===== src/rtl/stopwatch_lap.sv =====
// stopwatch_lap: tenth-second stopwatch with lap (split) capture, a BCD minutes
// range and a sticky overflow flag.
//
// Parameters
//   DIV        clk cycles per tenth-second tick (2..65535)
//   MIN_LIMIT  minutes wrap modulus (1..100)
// Ports
//   clk        single clock, rising edge
//   reset      asynchronous reset, active low
//   strtstop   start/stop pushbutton, active low, asynchronous
//   lap        lap pushbutton, active high, asynchronous
//   clr        clear, active high, honoured only when not running
//   running    1 while counting
//   lap_active 1 while the display shows the frozen snapshot
//   overflow   sticky: set when the minutes wrap
//   tenths_n   active-low one-hot tenths digit of the displayed time
//   sec_ones, sec_tens, min_ones, min_tens  BCD digits of the displayed time
module stopwatch_lap #(
  parameter int unsigned DIV       = 16,
  parameter int unsigned MIN_LIMIT = 60
) (
  input  logic       clk,
  input  logic       reset,
  input  logic       strtstop,
  input  logic       lap,
  input  logic       clr,
  output logic       running,
  output logic       lap_active,
  output logic       overflow,
  output logic [9:0] tenths_n,
  output logic [3:0] sec_ones,
  output logic [3:0] sec_tens,
  output logic [3:0] min_ones,
  output logic [3:0] min_tens
);

  localparam int unsigned PW         = $clog2(DIV);
  localparam logic [PW-1:0] PrescMax = PW'(DIV - 1);
  localparam logic [3:0] MaxMinTens  = 4'((MIN_LIMIT - 1) / 10);
  localparam logic [3:0] MaxMinOnes  = 4'((MIN_LIMIT - 1) % 10);

  typedef enum logic [1:0] {StIdle, StRun, StStop} state_e;

  // ---------------------------------------------------------------------------
  // Input conditioning: 2-flop synchronisers plus rising-edge detect.
  // strtstop is inverted first so a press is a 0->1 edge like lap.
  // ---------------------------------------------------------------------------
  logic [1:0] r_ss_sync, r_lap_sync, r_clr_sync;
  logic       r_ss_prev, r_lap_prev;
  logic       w_start_ev, w_lap_ev, w_clr_lvl;

  always_ff @(posedge clk or negedge reset) begin
    if (!reset) begin
      r_ss_sync  <= 2'b00;
      r_lap_sync <= 2'b00;
      r_clr_sync <= 2'b00;
      r_ss_prev  <= 1'b0;
      r_lap_prev <= 1'b0;
    end else begin
      r_ss_sync  <= {r_ss_sync[0], ~strtstop};
      r_lap_sync <= {r_lap_sync[0], lap};
      r_clr_sync <= {r_clr_sync[0], clr};
      r_ss_prev  <= r_ss_sync[1];
      r_lap_prev <= r_lap_sync[1];
    end
  end

  assign w_start_ev = r_ss_sync[1] & ~r_ss_prev;
  assign w_lap_ev   = r_lap_sync[1] & ~r_lap_prev;
  assign w_clr_lvl  = r_clr_sync[1];

  // ---------------------------------------------------------------------------
  // Control FSM
  // ---------------------------------------------------------------------------
  state_e r_state, w_state_nxt;
  logic   w_clear;

  always_ff @(posedge clk or negedge reset) begin
    if (!reset) begin
      r_state <= StIdle;
    end else begin
      r_state <= w_state_nxt;
    end
  end

  always_comb begin
    w_state_nxt = r_state;
    unique case (r_state)
      StIdle: begin
        if (!w_clr_lvl && w_start_ev) w_state_nxt = StRun;
      end
      StRun: begin
        if (w_start_ev) w_state_nxt = StStop;
      end
      StStop: begin
        if (w_clr_lvl)       w_state_nxt = StIdle;
        else if (w_start_ev) w_state_nxt = StRun;
      end
      default: w_state_nxt = StIdle;
    endcase
  end

  always_comb begin
    running = (r_state == StRun);
  end

  // Clear is only honoured outside RUN; it returns everything to the idle values.
  assign w_clear = w_clr_lvl && (r_state != StRun);

  // ---------------------------------------------------------------------------
  // Tick prescaler: runs in RUN, holds in STOP so a resume finishes the
  // partial tenth, zeroed in IDLE.
  // ---------------------------------------------------------------------------
  logic [PW-1:0] r_presc;
  logic          w_tick;

  assign w_tick = (r_state == StRun) && (r_presc == PrescMax);

  always_ff @(posedge clk or negedge reset) begin
    if (!reset) begin
      r_presc <= '0;
    end else if (w_clear || (r_state == StIdle)) begin
      r_presc <= '0;
    end else if (r_state == StRun) begin
      r_presc <= w_tick ? '0 : r_presc + 1'b1;
    end
  end

  // ---------------------------------------------------------------------------
  // Live BCD counter: tenths -> seconds -> minutes (two BCD digits)
  // ---------------------------------------------------------------------------
  logic [3:0] r_t, r_so, r_st, r_mo, r_mt;
  logic [3:0] w_t_d, w_so_d, w_st_d, w_mo_d, w_mt_d;
  logic       w_wrap;
  logic       r_ovf;

  always_comb begin
    w_t_d  = r_t;
    w_so_d = r_so;
    w_st_d = r_st;
    w_mo_d = r_mo;
    w_mt_d = r_mt;
    w_wrap = 1'b0;
    if (w_clear) begin
      w_t_d  = 4'd0;
      w_so_d = 4'd0;
      w_st_d = 4'd0;
      w_mo_d = 4'd0;
      w_mt_d = 4'd0;
    end else if (w_tick) begin
      if (r_t != 4'd9) begin
        w_t_d = r_t + 4'd1;
      end else begin
        w_t_d = 4'd0;
        if (r_so != 4'd9) begin
          w_so_d = r_so + 4'd1;
        end else begin
          w_so_d = 4'd0;
          if (r_st != 4'd5) begin
            w_st_d = r_st + 4'd1;
          end else begin
            w_st_d = 4'd0;
            if ((r_mt == MaxMinTens) && (r_mo == MaxMinOnes)) begin
              w_mo_d = 4'd0;
              w_mt_d = 4'd0;
              w_wrap = 1'b1;
            end else if (r_mo == 4'd9) begin
              w_mo_d = 4'd0;
              w_mt_d = r_mt + 4'd1;
            end else begin
              w_mo_d = r_mo + 4'd1;
            end
          end
        end
      end
    end
  end

  always_ff @(posedge clk or negedge reset) begin
    if (!reset) begin
      r_t   <= 4'd0;
      r_so  <= 4'd0;
      r_st  <= 4'd0;
      r_mo  <= 4'd0;
      r_mt  <= 4'd0;
      r_ovf <= 1'b0;
    end else begin
      r_t  <= w_t_d;
      r_so <= w_so_d;
      r_st <= w_st_d;
      r_mo <= w_mo_d;
      r_mt <= w_mt_d;
      if (w_clear)     r_ovf <= 1'b0;
      else if (w_wrap) r_ovf <= 1'b1;
    end
  end

  // ---------------------------------------------------------------------------
  // Lap snapshot. Evaluated against the pre-transition state and captures the
  // pre-tick live value, so a coincident start/stop or tick never leaks in.
  // ---------------------------------------------------------------------------
  logic [3:0] r_snap_t, r_snap_so, r_snap_st, r_snap_mo, r_snap_mt;
  logic       r_lap_act;

  always_ff @(posedge clk or negedge reset) begin
    if (!reset) begin
      r_snap_t  <= 4'd0;
      r_snap_so <= 4'd0;
      r_snap_st <= 4'd0;
      r_snap_mo <= 4'd0;
      r_snap_mt <= 4'd0;
      r_lap_act <= 1'b0;
    end else if (w_clear) begin
      r_snap_t  <= 4'd0;
      r_snap_so <= 4'd0;
      r_snap_st <= 4'd0;
      r_snap_mo <= 4'd0;
      r_snap_mt <= 4'd0;
      r_lap_act <= 1'b0;
    end else if (w_lap_ev) begin
      if ((r_state == StRun) && !r_lap_act) begin
        r_snap_t  <= r_t;
        r_snap_so <= r_so;
        r_snap_st <= r_st;
        r_snap_mo <= r_mo;
        r_snap_mt <= r_mt;
        r_lap_act <= 1'b1;
      end else if (r_lap_act && (r_state != StIdle)) begin
        r_lap_act <= 1'b0;
      end
    end
  end

  // ---------------------------------------------------------------------------
  // Display mux
  // ---------------------------------------------------------------------------
  logic [3:0] w_disp_t;

  assign lap_active = r_lap_act;
  assign overflow   = r_ovf;
  assign w_disp_t   = r_lap_act ? r_snap_t  : r_t;
  assign sec_ones   = r_lap_act ? r_snap_so : r_so;
  assign sec_tens   = r_lap_act ? r_snap_st : r_st;
  assign min_ones   = r_lap_act ? r_snap_mo : r_mo;
  assign min_tens   = r_lap_act ? r_snap_mt : r_mt;

  always_comb begin
    tenths_n = '1;
    for (int k = 0; k < 10; k++) begin
      if (w_disp_t == 4'(k)) tenths_n[k] = 1'b0;
    end
  end

endmodule


===== config.mk =====
export PLATFORM = sky130hd
export DESIGN_NAME = stopwatch_lap
export DESIGN_NICKNAME = d
export VERILOG_FILES = /design/src/rtl/stopwatch_lap.sv
export SDC_FILE = /design/constraint.sdc
export NUM_CORES = 1
export LEC_CHECK = 0
export BUFFER_PORTS_ARGS = -buffer_cell sky130_fd_sc_hd__buf_2
export CORE_AREA = 2 2 95 97
export CTS_CLUSTER_DIAMETER = 50
export DETAILED_ROUTE_END_ITERATION = 7
export DIE_AREA = 0 0 97 99
export HOLD_SLACK_MARGIN = 0.03
export SYNTH_ARGS = -nofsm -noshare
export SYNTH_HDL_FRONTEND = slang
export SYNTH_SLANG_ARGS = --single-unit

===== constraint.sdc =====
create_clock -name clk -period 3.4 [get_ports clk]
set_input_delay 0.17 -clock clk [delete_from_list [all_inputs] [get_ports clk]]
set_output_delay 0.17 -clock clk [all_outputs]
set_load 0.01 [all_outputs]

==> impl_metrics.py <==
metrics = {
    "finish": {
        "seqCellArea_um2": 1401,
        "final_cell_count_no_fill": 458,
        "multi_input_area_um2": 1399,
        "finalNetCount": 365,
        "area_delta_synth_final_pct": 14.26,
        "fill_cells": 853,
        "layout_commonest_cell": "nand2_1",
        "layout_common_cells": "nand2_1, dfrtp_1, buf_2",
        "drive_gt1_frac": 0.1771,
        "fin_util": 0.3904,
        "antenna_cells": 0,
        "final_cell_area_um2": 3338,
    },
    "clock_tree": {
        "cts_setup_buffers": 0,
        "cts.sinks": 56,
        "cts_buffer_depth": 2,
        "clk_latency_ns": 0.31,
        "root_buffer": "clkbuf_8",
        "numCtsBuffers": 5,
        "clk_pin_slew_worst_paths_ns": 0.10,
        "h-tree-depth": 2,
        "cts_tree": "done",
    },
    "timing": {
        "clock_skew_ns": 0.008289,
        "max_clock_freq_mhz": 435.0,
        "worst_slew_pin_slew_ns": 0.8268,
        "tns_ns": 0,
        "setup_viol_count_final": 0,
        "period_share": 0.6762,
        "max-slew-margin-rel": 0.4488,
        "fin_crit_ns": 2.299,
        "maxSlewViolCount": 0,
        "finalHoldViolations": 0,
        "rsz0062_at_grt": "false",
    },
    "logic_synthesis": {
        "syn_inst": 315,
        "yosysSeqAreaShare": 0.4797,
        "ys_ff_latch": 56,
        "ys_warn_count": 0,
        "synth_area_um2": 2922,
        "synthesis.nets": 331,
        "synth_cell_type_count": 44,
        "avgSynthCellArea_um2": 9.275,
    },
    "global_routing": {
        "antenna_found_initial": 0,
        "grt_pass1_wl_um": 11070,
        "grt_pass1_vias": 2231,
        "grt-ovfl-total": 0,
        "grt_max_degree": 38,
        "grt_use_total": 0.1396,
    },
    "route": {
        "num_vias": 2358,
        "firstDrtPassIters": 4,
        "wl_met1_um": 3153,
        "totalWireLength_um": 6425,
        "viasPerCell": 5.148,
        "drt_iter0_drc": 117,
        "highest_layer": "met4",
        "wl_met3_um": 222,
        "drc": 0,
        "routed-wl-met2_um": 2954,
        "routedWlPerCell_um": 14.03,
        "postRouteAntennaNets": 0,
    },
    "pwr": {
        "p_total_mw": 1.400,
        "switching_share": 0.2955,
        "clkPwrFrac": 0.313,
        "netSwitchingPower_uw": 413.9,
        "p_per_area_nw_per_um2": 419.5,
        "power.leakage_nw": 1.517,
        "p_comb_frac": 0.188,
        "pwr-share-seq": 0.499,
        "vdd.ir_drop.worst_v": 0.0001574,
        "p_int_uw": 986.4,
    },
    "min_path": {
        "hold_class": "flip-flop to flip-flop",
        "min_to": "r_ss_sync[1]$_DFF_PN0_",
        "hold_depth": 0,
        "hp-start": "r_ss_sync[0]$_DFF_PN0_",
    },
    "floorplanning": {
        "initial_utilization": 0.3417,
        "rows": 34,
        "die_height_um": 99,
        "dieArea_um2": 9603,
        "dieWidth_um": 97,
        "num_io_pins": 34,
        "design.core.area_um2": 8551,
    },
    "placed_design": {
        "gp_congestion": 0.7823,
        "dpl-instance-area_um2": 3191,
        "dpl.hpwl_um": 4425,
        "port_buffers": 33,
        "place_inst": 446,
    },
    "worst_setup_path": {
        "max_stage_delay_ns": 0.63,
        "worstPathArrival_ns": 2.54,
        "worstPathMaxFanout": 14,
        "critPathSlowestCell": "or4_4",
        "end_kind": "flip-flop",
        "rr_worst_depth": 6,
        "r2r_start": "r_t[1]$_DFFE_PN0P_",
        "r2r_end": "r_mt[1]$_DFFE_PN0P_",
        "start_kind": "flip-flop",
        "crit_required_ns": 3.64,
        "r2r_slack_ns": 1.10,
        "path_class": "flip-flop to flip-flop",
        "path_cells": "inv_1 -> ha_1 -> nand3b_4 -> or4_4 -> or4_1 -> a21oi_1",
    },
    "status": {
        "outcome": "complete, no violations",
    },
    "flow_run": {
        "maxCapViolations": 0,
    },
}
power groups by stage:
stage | logic (mW) | registers, mW | clock network [mW]
floorplan | 0.179 | 0.711 | 0
global placement | 0.260 | 0.711 | 0
CTS | 0.268 | 0.698 | 0.448
finish | 0.263 | 0.698 | 0.439
global route | 0.290 | 0.701 | 0.482
detailed placement | 0.265 | 0.711 | 0
routing by layer:
layer / vias to the layer above / global-route usage
met4: 0 / 0.04875
met1: 1125 / 0.1925
met3: 7 / 0.01915
met2: 43 / 0.2265
met5: - / 0
li1: 1183 / -
flip-flops by register name, indices dropped and copies added, names as in the netlist, 2 cells and up:
| signal | cells |
|---|---|
| r_presc | 4 |
| r_state | 2 |
| r_mt | 4 |
| r_t | 4 |
| r_st | 4 |
| r_mo | 4 |
| r_snap_so | 4 |
| r_so | 4 |
| r_snap_st | 4 |
| r_snap_mo | 4 |
| r_lap_sync | 2 |
| r_snap_t | 4 |
| r_ss_sync | 2 |
| r_clr_sync | 2 |
| r_snap_mt | 4 |
metrics by stage:
step                      hold WS [ns]  setup slack, ns
after floorplan                -0.1256            1.362
after global placement          0.2813            1.172
after detailed placement        0.2801            1.120
after CTS                       0.3615            1.112
after global routing            0.3716           0.9211
final                           0.3580            1.101
synthesized netlist by cell type, drive strengths merged:
library cell	count	share of area
a21oi	27	0.046
o21ai	19	0.033
ha	11	0.047
or4b	1	0.0034
a31oi	3	0.0064
or4	6	0.017
nor2	9	0.012
nor3b	2	0.0069
o32ai	6	0.018
buf	4	0.0094
inv	13	0.017
and3b	5	0.015
nand4b	2	0.0060
clkinv	1	0.0013
o211ai	3	0.0077
and3	1	0.0021
nand2b	5	0.011
mux2	12	0.046
mux2i	2	0.0069
or2	1	0.0021
nor2b	2	0.0043
o22ai	3	0.0064
a22o	1	0.0030
o41ai	1	0.0030
and2	2	0.0043
nand3b	4	0.015
o31ai	3	0.0077
nand4	2	0.0043
or3b	1	0.0030
clkbuf	11	0.014
nor4	4	0.0086
dfrtp	56	0.48
nand2	66	0.085
nand3	17	0.029
nor3	1	0.0017
a21o	1	0.0026
xor2	1	0.0030
or3	6	0.013
repair_timing:
| action | in CTS | in global routing |
|---|---|---|
| gates resized for setup | 0 | 0 |
| hold buffers | 4 | 0 |
| hold endpoints to repair | 39 | 0 |
| endpoints found under the setup margin | 0 | 0 |
area by class of cell:
| type | count | share of cell area |
|---|---|---|
| inverter | 14 | 0.01574 |
| sequential | 56 | 0.4198 |
| tap | 108 | 0.04048 |
| clock buffer | 6 | 0.02174 |
| timing repair buffer | 42 | 0.07271 |
| clock inverter | 2 | 0.01049 |
| multi-input combinational | 230 | 0.4190 |
how the worst max path moves through the flow:
stage	start	end	cells past startpoint
3_3_place_gp	r_t[0]$_DFFE_PN0P_	r_mo[3]$_DFFE_PN0P_	5
3_5_place_dp	r_t[1]$_DFFE_PN0P_	r_mt[1]$_DFFE_PN0P_	6
5_1_grt	r_state[0]$_DFFE_PN0P_	r_snap_st[3]$_DFFE_PN0P_	6
4_1_cts	r_t[1]$_DFFE_PN0P_	r_mo[3]$_DFFE_PN0P_	6
6_report	r_t[1]$_DFFE_PN0P_	r_mt[1]$_DFFE_PN0P_	6
2_1_floorplan	r_t[1]$_DFFE_PN0P_	r_mt[1]$_DFFE_PN0P_	6
critical path, delay by kind of cell, from the launching register on:
family	cells	cell delay (ns)
adder cells (fa/ha/maj)	1	0.24
AND/OR/NAND/NOR	3	1.25
AO/OA/AOI/OAI	1	0.15
flip-flops	1	0.47
buffers and inverters	1	0.12
kinds of logic after synthesis:
logic type,after synthesis,share of synthesized area
AOI/OAI and AO/OA,67,0.1336
xor gates and xnor gates,1,0.002998
adders and majority gates,11,0.04711
buffers and inverters,29,0.04154
DFF,56,0.4797
muxes,14,0.05311
and+or+nand+nor,137,0.2420
Power figures use the tool's default switching activity.
